--- src/rtl/hazard_control_unit_pkg.sv ---
// ---------------------------------------------------------------------------
// hazard_control_unit_pkg
//
// Shared types for the hazard control unit and the pipeline register block
// that consumes its control bundle.
//   hz_state_t    : controller mode (normal run, waiting on data memory,
//                   permanently frozen after a memory timeout)
//   hazard_ctrl_t : control bundle wired to the pipeline registers / PC
//   hz_ctrl_idle  : all-zero control bundle, used as the default value
// ---------------------------------------------------------------------------
package hazard_control_unit_pkg;

    typedef enum logic [1:0] {
        HZ_RUN,
        HZ_MEM_WAIT,
        HZ_TIMEOUT
    } hz_state_t;

    typedef struct packed {
        logic stall;
        logic takebranch;
        logic freeze;
        logic pc_write_en;
        logic pc_redirect;
    } hazard_ctrl_t;

    function automatic hazard_ctrl_t hz_ctrl_idle();
        hazard_ctrl_t c;
        c.stall       = 1'b0;
        c.takebranch  = 1'b0;
        c.freeze      = 1'b0;
        c.pc_write_en = 1'b0;
        c.pc_redirect = 1'b0;
        return c;
    endfunction

endpackage

--- src/rtl/hazard_control_unit_load_use_detector.sv ---
// ---------------------------------------------------------------------------
// load_use_detector
//
// Purely combinational detection of a load-use hazard: the instruction in EX
// is a load whose destination register is read by the instruction in ID.
// Register 0 is hard-wired to zero, so a load targeting it never creates a
// dependency.
//
// Ports:
//   id_rs1, id_rs2           : source registers of the ID instruction
//   id_uses_rs1, id_uses_rs2 : ID instruction actually reads that source
//   ex_rd                    : destination register of the EX instruction
//   ex_mem_read              : EX instruction is a load
//   load_use                 : hazard present this cycle
// ---------------------------------------------------------------------------
module load_use_detector #(
    parameter int REG_ADDR_W = 5
) (
    input  logic [REG_ADDR_W-1:0] id_rs1,
    input  logic [REG_ADDR_W-1:0] id_rs2,
    input  logic                  id_uses_rs1,
    input  logic                  id_uses_rs2,
    input  logic [REG_ADDR_W-1:0] ex_rd,
    input  logic                  ex_mem_read,
    output logic                  load_use
);

    logic rs1_match;
    logic rs2_match;

    assign rs1_match = id_uses_rs1 && (id_rs1 == ex_rd);
    assign rs2_match = id_uses_rs2 && (id_rs2 == ex_rd);
    assign load_use  = ex_mem_read && (ex_rd != '0) && (rs1_match || rs2_match);

endmodule

--- src/rtl/hazard_control_unit.sv ---
// ---------------------------------------------------------------------------
// hazard_control_unit
//
// Produces the pipeline control signals (stall, takebranch, freeze), PC
// control, a sticky memory-timeout error and two performance counters.
// All control outputs are Mealy: they combine the registered mode with the
// current inputs so the pipeline registers act on them at the same edge.
//
// Ports:
//   clock, reset                  : rising-edge clock, async active-low reset
//   id_rs1/id_rs2/id_uses_rs*     : ID-stage source operands
//   ex_rd/ex_mem_read             : EX-stage load destination
//   ex_branch_taken/_target       : EX-stage branch resolution
//   mem_req_valid/mem_ready       : data-memory handshake
//   stall/takebranch/freeze       : pipeline register control
//   pc_write_en/pc_redirect/pc_target : PC control
//   mem_timeout                   : memory never answered; held until reset
//   stall_count/flush_count       : wrapping performance counters
// ---------------------------------------------------------------------------
module hazard_control_unit
    import hazard_control_unit_pkg::*;
#(
    parameter int REG_ADDR_W   = 5,
    parameter int XLEN         = 32,
    parameter int CNT_W        = 32,
    parameter int MAX_MEM_WAIT = 255
) (
    input  logic                  clock,
    input  logic                  reset,
    input  logic [REG_ADDR_W-1:0] id_rs1,
    input  logic [REG_ADDR_W-1:0] id_rs2,
    input  logic                  id_uses_rs1,
    input  logic                  id_uses_rs2,
    input  logic [REG_ADDR_W-1:0] ex_rd,
    input  logic                  ex_mem_read,
    input  logic                  ex_branch_taken,
    input  logic [XLEN-1:0]       ex_branch_target,
    input  logic                  mem_req_valid,
    input  logic                  mem_ready,
    output logic                  stall,
    output logic                  takebranch,
    output logic                  freeze,
    output logic                  pc_write_en,
    output logic                  pc_redirect,
    output logic [XLEN-1:0]       pc_target,
    output logic                  mem_timeout,
    output logic [CNT_W-1:0]      stall_count,
    output logic [CNT_W-1:0]      flush_count
);

    localparam int WAIT_W = $clog2(MAX_MEM_WAIT + 1);

    hz_state_t         state_q, state_d;
    logic [WAIT_W-1:0] wait_cnt_q, wait_cnt_d;
    logic [CNT_W-1:0]  stall_count_q, stall_count_d;
    logic [CNT_W-1:0]  flush_count_q, flush_count_d;

    hazard_ctrl_t      ctrl;
    logic [XLEN-1:0]   target;
    logic              timeout;
    logic              load_use;
    logic              mem_block;

    load_use_detector #(
        .REG_ADDR_W (REG_ADDR_W)
    ) u_load_use_detector (
        .id_rs1      (id_rs1),
        .id_rs2      (id_rs2),
        .id_uses_rs1 (id_uses_rs1),
        .id_uses_rs2 (id_uses_rs2),
        .ex_rd       (ex_rd),
        .ex_mem_read (ex_mem_read),
        .load_use    (load_use)
    );

    assign mem_block = mem_req_valid && !mem_ready;

    // Next-state and control outputs. A memory block outranks a branch,
    // which outranks a load-use stall (the ID instruction is wrong-path when
    // a branch is taken). While waiting on memory, branch and load-use logic
    // is ignored: EX holds its instruction, so the branch is seen again on
    // the first RUN cycle. Outputs are forced low while reset is asserted.
    always_comb begin
        ctrl       = hz_ctrl_idle();
        target     = '0;
        timeout    = 1'b0;
        state_d    = state_q;
        wait_cnt_d = wait_cnt_q;

        case (state_q)
            HZ_RUN: begin
                if (mem_block) begin
                    ctrl.freeze = 1'b1;
                    state_d     = HZ_MEM_WAIT;
                    wait_cnt_d  = WAIT_W'(1);
                end else if (ex_branch_taken) begin
                    ctrl.takebranch  = 1'b1;
                    ctrl.pc_redirect = 1'b1;
                    target           = ex_branch_target;
                end else if (load_use) begin
                    ctrl.stall = 1'b1;
                end
            end
            HZ_MEM_WAIT: begin
                ctrl.freeze = !mem_ready;
                if (mem_ready) begin
                    state_d    = HZ_RUN;
                    wait_cnt_d = '0;
                end else if (wait_cnt_q == WAIT_W'(MAX_MEM_WAIT)) begin
                    state_d = HZ_TIMEOUT;
                end else begin
                    wait_cnt_d = wait_cnt_q + WAIT_W'(1);
                end
            end
            HZ_TIMEOUT: begin
                ctrl.freeze = 1'b1;
                timeout     = 1'b1;
            end
            default: begin
                state_d    = HZ_RUN;
                wait_cnt_d = '0;
            end
        endcase

        ctrl.pc_write_en = !ctrl.stall && !ctrl.freeze;

        if (!reset) begin
            ctrl    = hz_ctrl_idle();
            target  = '0;
            timeout = 1'b0;
        end
    end

    // Performance counters wrap naturally at 2^CNT_W.
    always_comb begin
        stall_count_d = stall_count_q;
        flush_count_d = flush_count_q;
        if (ctrl.stall || ctrl.freeze) begin
            stall_count_d = stall_count_q + CNT_W'(1);
        end
        if (ctrl.takebranch) begin
            flush_count_d = flush_count_q + CNT_W'(1);
        end
    end

    always_ff @(posedge clock or negedge reset) begin
        if (!reset) begin
            state_q       <= HZ_RUN;
            wait_cnt_q    <= '0;
            stall_count_q <= '0;
            flush_count_q <= '0;
        end else begin
            state_q       <= state_d;
            wait_cnt_q    <= wait_cnt_d;
            stall_count_q <= stall_count_d;
            flush_count_q <= flush_count_d;
        end
    end

    assign stall       = ctrl.stall;
    assign takebranch  = ctrl.takebranch;
    assign freeze      = ctrl.freeze;
    assign pc_write_en = ctrl.pc_write_en;
    assign pc_redirect = ctrl.pc_redirect;
    assign pc_target   = target;
    assign mem_timeout = timeout;
    assign stall_count = stall_count_q;
    assign flush_count = flush_count_q;

endmodule

--- config.mk ---
export PLATFORM = sky130hd
export DESIGN_NAME = hazard_control_unit
export DESIGN_NICKNAME = d
export VERILOG_FILES = /design/src/rtl/hazard_control_unit_pkg.sv /design/src/rtl/hazard_control_unit_load_use_detector.sv /design/src/rtl/hazard_control_unit.sv
export SDC_FILE = /design/constraint.sdc
export NUM_CORES = 1
export LEC_CHECK = 0
export ABC_CLOCK_PERIOD_IN_PS = 5000
export BUFFER_PORTS_ARGS = -buffer_cell sky130_fd_sc_hd__buf_2
export CORE_ASPECT_RATIO = 1.5
export CORE_MARGIN = 10
export CORE_UTILIZATION = 30
export DETAILED_ROUTE_END_ITERATION = 6
export HOLD_SLACK_MARGIN = 0.06
export REMOVE_ABC_BUFFERS = 1
export SLEW_MARGIN = 15
export SYNTH_ARGS = -nofsm -noshare
export SYNTH_HDL_FRONTEND = slang
export SYNTH_SLANG_ARGS = --single-unit
--- constraint.sdc ---
create_clock -name clock -period 5 [get_ports clock]
set_clock_uncertainty 0.2 [all_clocks]
set_input_delay 0.5 -clock clock [delete_from_list [all_inputs] [get_ports clock]]
set_output_delay 0.5 -clock clock [all_outputs]
set_load 0.005 [all_outputs]
Word-level counts from Yosys, hierarchy flattened:

Cells that the tools add are included.

* input port bits: 55
* output and inout bits: 102
* register bits: 74
* word-level logic and storage cells: 55

* bitwise gates (word level): 1
* equality and inequality tests: 8
* multiplexer cells: 24
* add/sub/neg operators: 3
* reductions and logical operators: 15

Operators with widths (number)
* two-way mux 32 bit: 4
* adder 32 x 1 -> 32 bit (second input constant): 2
* two-way mux 8 bit: 3
* case mux 8 bit (3 select lines): 1
* equality test 5 bit: 2
* two-way mux 2 bit: 5
* adder 8 x 1 -> 8 bit (second input constant): 1
* equality test 8 bit (second input constant): 1
* two-way mux 1 bit: 8
* logical AND 1 bit: 6
* != test 3 bit (second input constant): 2
* case mux 2 bit (3 select lines): 1
* AND reduction 3 bit: 2
* two-way mux 5 bit: 1
* nonzero test 5 bit: 1
* logical NOT 1 bit: 3
* case mux 1 bit (3 select lines): 1
* equality test 2 x 1 -> 1 bit (second input constant): 1
* equality test 2 bit (second input constant): 1
* logical NOT 2 bit: 1
* logical OR 1 bit: 2
* != test 2 bit (second input constant): 1
* NOT 1 bit: 1

Longest topological paths before layout:

* depth after elaboration: 12
* depth in mapped cells: 8
* depth with buffers taken out: 7

Hierarchy:

Synthesis repeated with hierarchy kept, for this count alone.

* cells, all modules: 395
* area total of the unflattened synthesis: 3911.3 µm²

By module, submodules not included
* hazard_control_unit: area each 3777.4 µm², cells an instance 378, seq. area each 1851.8 µm², instances 1
* load_use_detector: area each 133.9 µm², cells an instance 17, seq. area each 0.0 µm², instances 1

Least setup slack after synthesis:

No wires, ideal clock.

* kind: register to output
* start point: reg state_q[0]
* end point: out pc_target[23]
* arrival time: 1.563 ns
* path buffers: 3
* path slack: 2.737 ns
* cell stages (with the launch flop): 7
* data required time: 4.300 ns
* path through: dfrtp_1 > buf_4 > nor2_1 > and4_1 > clkbuf_1 > clkbuf_1 > and2_1

* longest elaborated chain between the ends: 3

RTL lines
* from (decl): line hazard_control_unit.sv:53 `hz_state_t state_q, state_d;`
* from (signal assigned): line hazard_control_unit.sv:153 `state_q <= state_d;`
* logical NOT 2 bit: line hazard_control_unit.sv:90 `case (state_q)`
* two-way mux 32 bit: line hazard_control_unit.sv:90
* two-way mux 32 bit: line hazard_control_unit.sv:127 `if (!reset) begin`
* to (decl): line hazard_control_unit.sv:45 `output logic [XLEN-1:0] pc_target,`

Every way passes these cells.

Final worst setup path:

* start point: in reset
* end point: out pc_target[16]

* longest elaborated chain between the ends: 1

RTL lines
* from (decl): line hazard_control_unit.sv:29 `input logic reset,`
* two-way mux 32 bit: line hazard_control_unit.sv:127

Every way passes these cells.

==> run_results.csv <==
group,metric,value,unit
outcome,outcome,"finished clean",
timing,hold_slack,268,ps
pwr,pwr_density_cell,323,nW/um2
floorplan,fp.dieArea,18400,um2
flow_run,maxCapViolCount,0,
drt,totalWireLength,10800,um
global_route,first_pass_grt_wire_length,17900,um
drt,wl_per_cell,15.2,um
timing,finalCritPeriodShare,62.0,%
critical_path,cp_common_cell,"buf_4",
synth,synth_seq_cells,74,
critical_path,critPathCaptureType,"output pin",
global_route,grt_util_all_layers,11.7,%
timing,fin_tns_setup,0,ps
clock_tree,cts.root.buffer_cell,"clkbuf_16",
synth,yosysUniqueCellTypes,48,
critical_path,critical_path.cell_chain,"dlygate4sd3_1 > buf_4 > and4_1 > buf_4 > and2_1 > buf_2",
global_route,first_global_vias,3668,
clock_tree,numClockSinks,74,
synth,syn_inst,388,
timing,slew_violations,0,
synth,yosys.cell_count.top_type,"dfrtp_1",
finish,fillCellCount,1332,
timing,final.setup.worst_slack,1900,ps
global_route,antenna_violations_before_repair,0,
synth,syn-mean-instance-area,10.3,um2
drt,drt-vias-per-instance,4.75,
drt,detailedRoute.firstIterationViolations,99,
place,detailed_place_hpwl,8540,um
timing,grt_setup_unrepaired,"no",
clock_tree,cts.repair.resized,0,
critical_path,critPathRequiredTime,4300,ps
place,portBuffers,156,
pwr,max-vdd-ir-drop,0.165,mV
synth,yosys-top-cells-count,"dfrtp_1 (74), xnor2_1 (39), nand2_1 (37)",
critical_path,crit_type,"input port to output pin",
finish,fin_util,40.1,%
floorplan,num_io_pins,157,
drt,route.antenna.remaining_nets,0,
synth,synth-edff-count,0,
timing,finalSetupViolations,0,
synth,yosysWarningCount,0,
floorplan,core.rowCount,51,
place,post_placement_cell_count,692,
drt,post-route-drc-count,0,
clock_tree,cts-root-to-sink-buffers,2,
synth,async_flop_share,100,%
pwr,post-layout-total-power,1.69,mW
synth,dominantRegCellSynth,"dfrtp_1",
clock_tree,cts-buffers-inserted,9,
synth,top_area_cells_in_the_synthesized_netlist,"dfrtp_1 (46%), xnor2_1 (8.6%), xor2_1 (7.9%)",
clock_tree,cts_htree_levels,3,
synth,mappedNetlistArea,3980,um2
global_route,global_route.overflow_total,0,
critical_path,startpoint_type,"input port",
global_route,met2_resource_use_gr,19.8,%
finish,final-instance-count-excl-fill,708,
synth,synth_top_area_share,46.5,%
place,post-place-ws,2110,ps
timing,worst_pin_slew,943,ps
finish,antenna_cells,0,
clock_tree,cts.reportedPaths.clkPinSlew,50,ps
timing,slew_headroom,37.2,%
timing,finalCriticalPeriod,3100,ps
synth,synth_top_area_cell,"dfrtp_1",
finish,post_route_cells_drive_above_1_share,35.3,%
clock_tree,tritoncts_clock_tree,"built",
drt,drt-pass1-iter-count,4,
timing,final_hold_viol_count,0,
worst_hold_path,classification_of_the_worst_slack_hold_path,"flip-flop to flip-flop",
critical_path,slowest_delay,590,ps
synth,yosysSeqAreaShare,46.5,%
floorplan,die-width,114,um
critical_path,critical-path-slowest-cell,"and4_1",
finish,area.growth.synth_to_final,30.9,%
finish,finalNetCount,603,
critical_path,worstPathMaxFanout,23,
floorplan,core_area,13000,um2
floorplan,die-height,161,um
critical_path,worst-endpoint-arrival,2400,ps
pwr,static-leakage-power,2.62,nW
global_route,top_usage_layer,"met2",
drt,vias,3362,
global_route,maximum_number_of_pins_on_one_net_before_global_route_repair,73,
global_route,grtUsageMet3,5.86,%
place,place_area,4900,um2
finish,final_cell_area,5220,um2
timing,max_clock_freq,323,MHz
place,place.gp.congestion,0.777,
worst_hold_path,hold_path_startpoint,"flush_count[31]",
floorplan,initial_core_util,30.6,%
clock_tree,clock_latency_at_the_later_pin_of_the_worst_skew_pair,320,ps
critical_path,worstReg2RegStart,"state_q[0]",
critical_path,timing.critical_path.from,"reset",
critical_path,reg2reg_slack,2450,ps
global_route,grtUsageMet1,12.3,%
-- power by group --
group	switching, mW	total [mW]	internal (mW)	leakage (nW)
Combinational	0.136	0.269	0.133	1.51
Clock	0.233	0.667	0.434	0.147
Sequential	0.0879	0.750	0.662	0.969
Total	0.457	1.69	1.23	2.62
-- cells by family (layout without fill, tap and decap cells) --
kind of cell / count (synthesis) / count (layout) / share of synthesized area, %
and+or+nand+nor: 193 / 193 / 29.1
adders and majority gates: 3 / 3 / 0.942
muxes: 3 / 3 / 0.817
xor gates and xnor gates: 75 / 75 / 16.5
buffers and inverters: 19 / 180 / 2.51
AOI/OAI and AO/OA: 21 / 21 / 3.61
DFF: 74 / 74 / 46.5
-- cells in the final DEF, fill, tap and decap left out, types with 2 or more instances in the layout --
master     instances
bufinv_16          2
buf_2            155
nor4b_2            2
nand3_1           22
o22ai_1            3
or2_2              3
ha_1               3
clkbuf_1           3
mux2_2             2
a21oi_1            3
and4_1             3
nor3_1            11
xor2_1            36
nor2_1            23
o31ai_1            2
inv_1              6
or3_1              3
nand2b_1           2
dfrtp_1           74
nand2_1           37
buf_4              3
nor4_2             8
nand4_1           14
and3_1            12
o21ai_0            7
xnor2_1           39
clkbuf_16          9
nand4b_1           6
and2_1            35
-- final timing paths --
path | cells past startpoint | to
max reg2reg | 6 | flush_count[24]
max in group asynchronous | 3 | flush_count[1]
min in group asynchronous | 2 | state_q[0]
min | 1 | flush_count[31]
max | 6 | pc_target[16]
min reg2reg | 1 | flush_count[31]
-- routing by layer --
metal  up-vias  routed length [um]  part of all wire, %
li1       1639                   -                    -
met1      1598                4230                   39
met2       116                5290                   49
met3         9                1090                   10
met4         0                 146                  1.4
met5         -                   0                    0
-- final cells by class --
class | count | area (um2) | share of cell area (%)
multi-input combinational | 295 | 2030 | 39.0
tap | 159 | 199 | 3.81
sequential | 74 | 1850 | 35.5
timing repair buffer | 159 | 808 | 15.5
inverter | 6 | 22.5 | 0.432
clock inverter | 3 | 65.1 | 1.25
clock buffer | 12 | 236 | 4.53
-- registers in the layout (all words and copies together) (netlist names) --
signal	flops
stall_count	32
state_q	2
wait_cnt_q	8
flush_count	32
-- worst max-delay path: cells and delay by family --
family / cells / cell delay (ps)
buf+inv: 4 / 1130
simple gates: 2 / 760
-- repair_timing --
| item | 4_1_cts | 5_1_grt |
|---|---|---|
| hold endpoints to repair | 2 | 0 |
| hold buffers | 1 | 0 |
| buffers inserted | 0 | 0 |
Power figures use the tool's default switching activity.
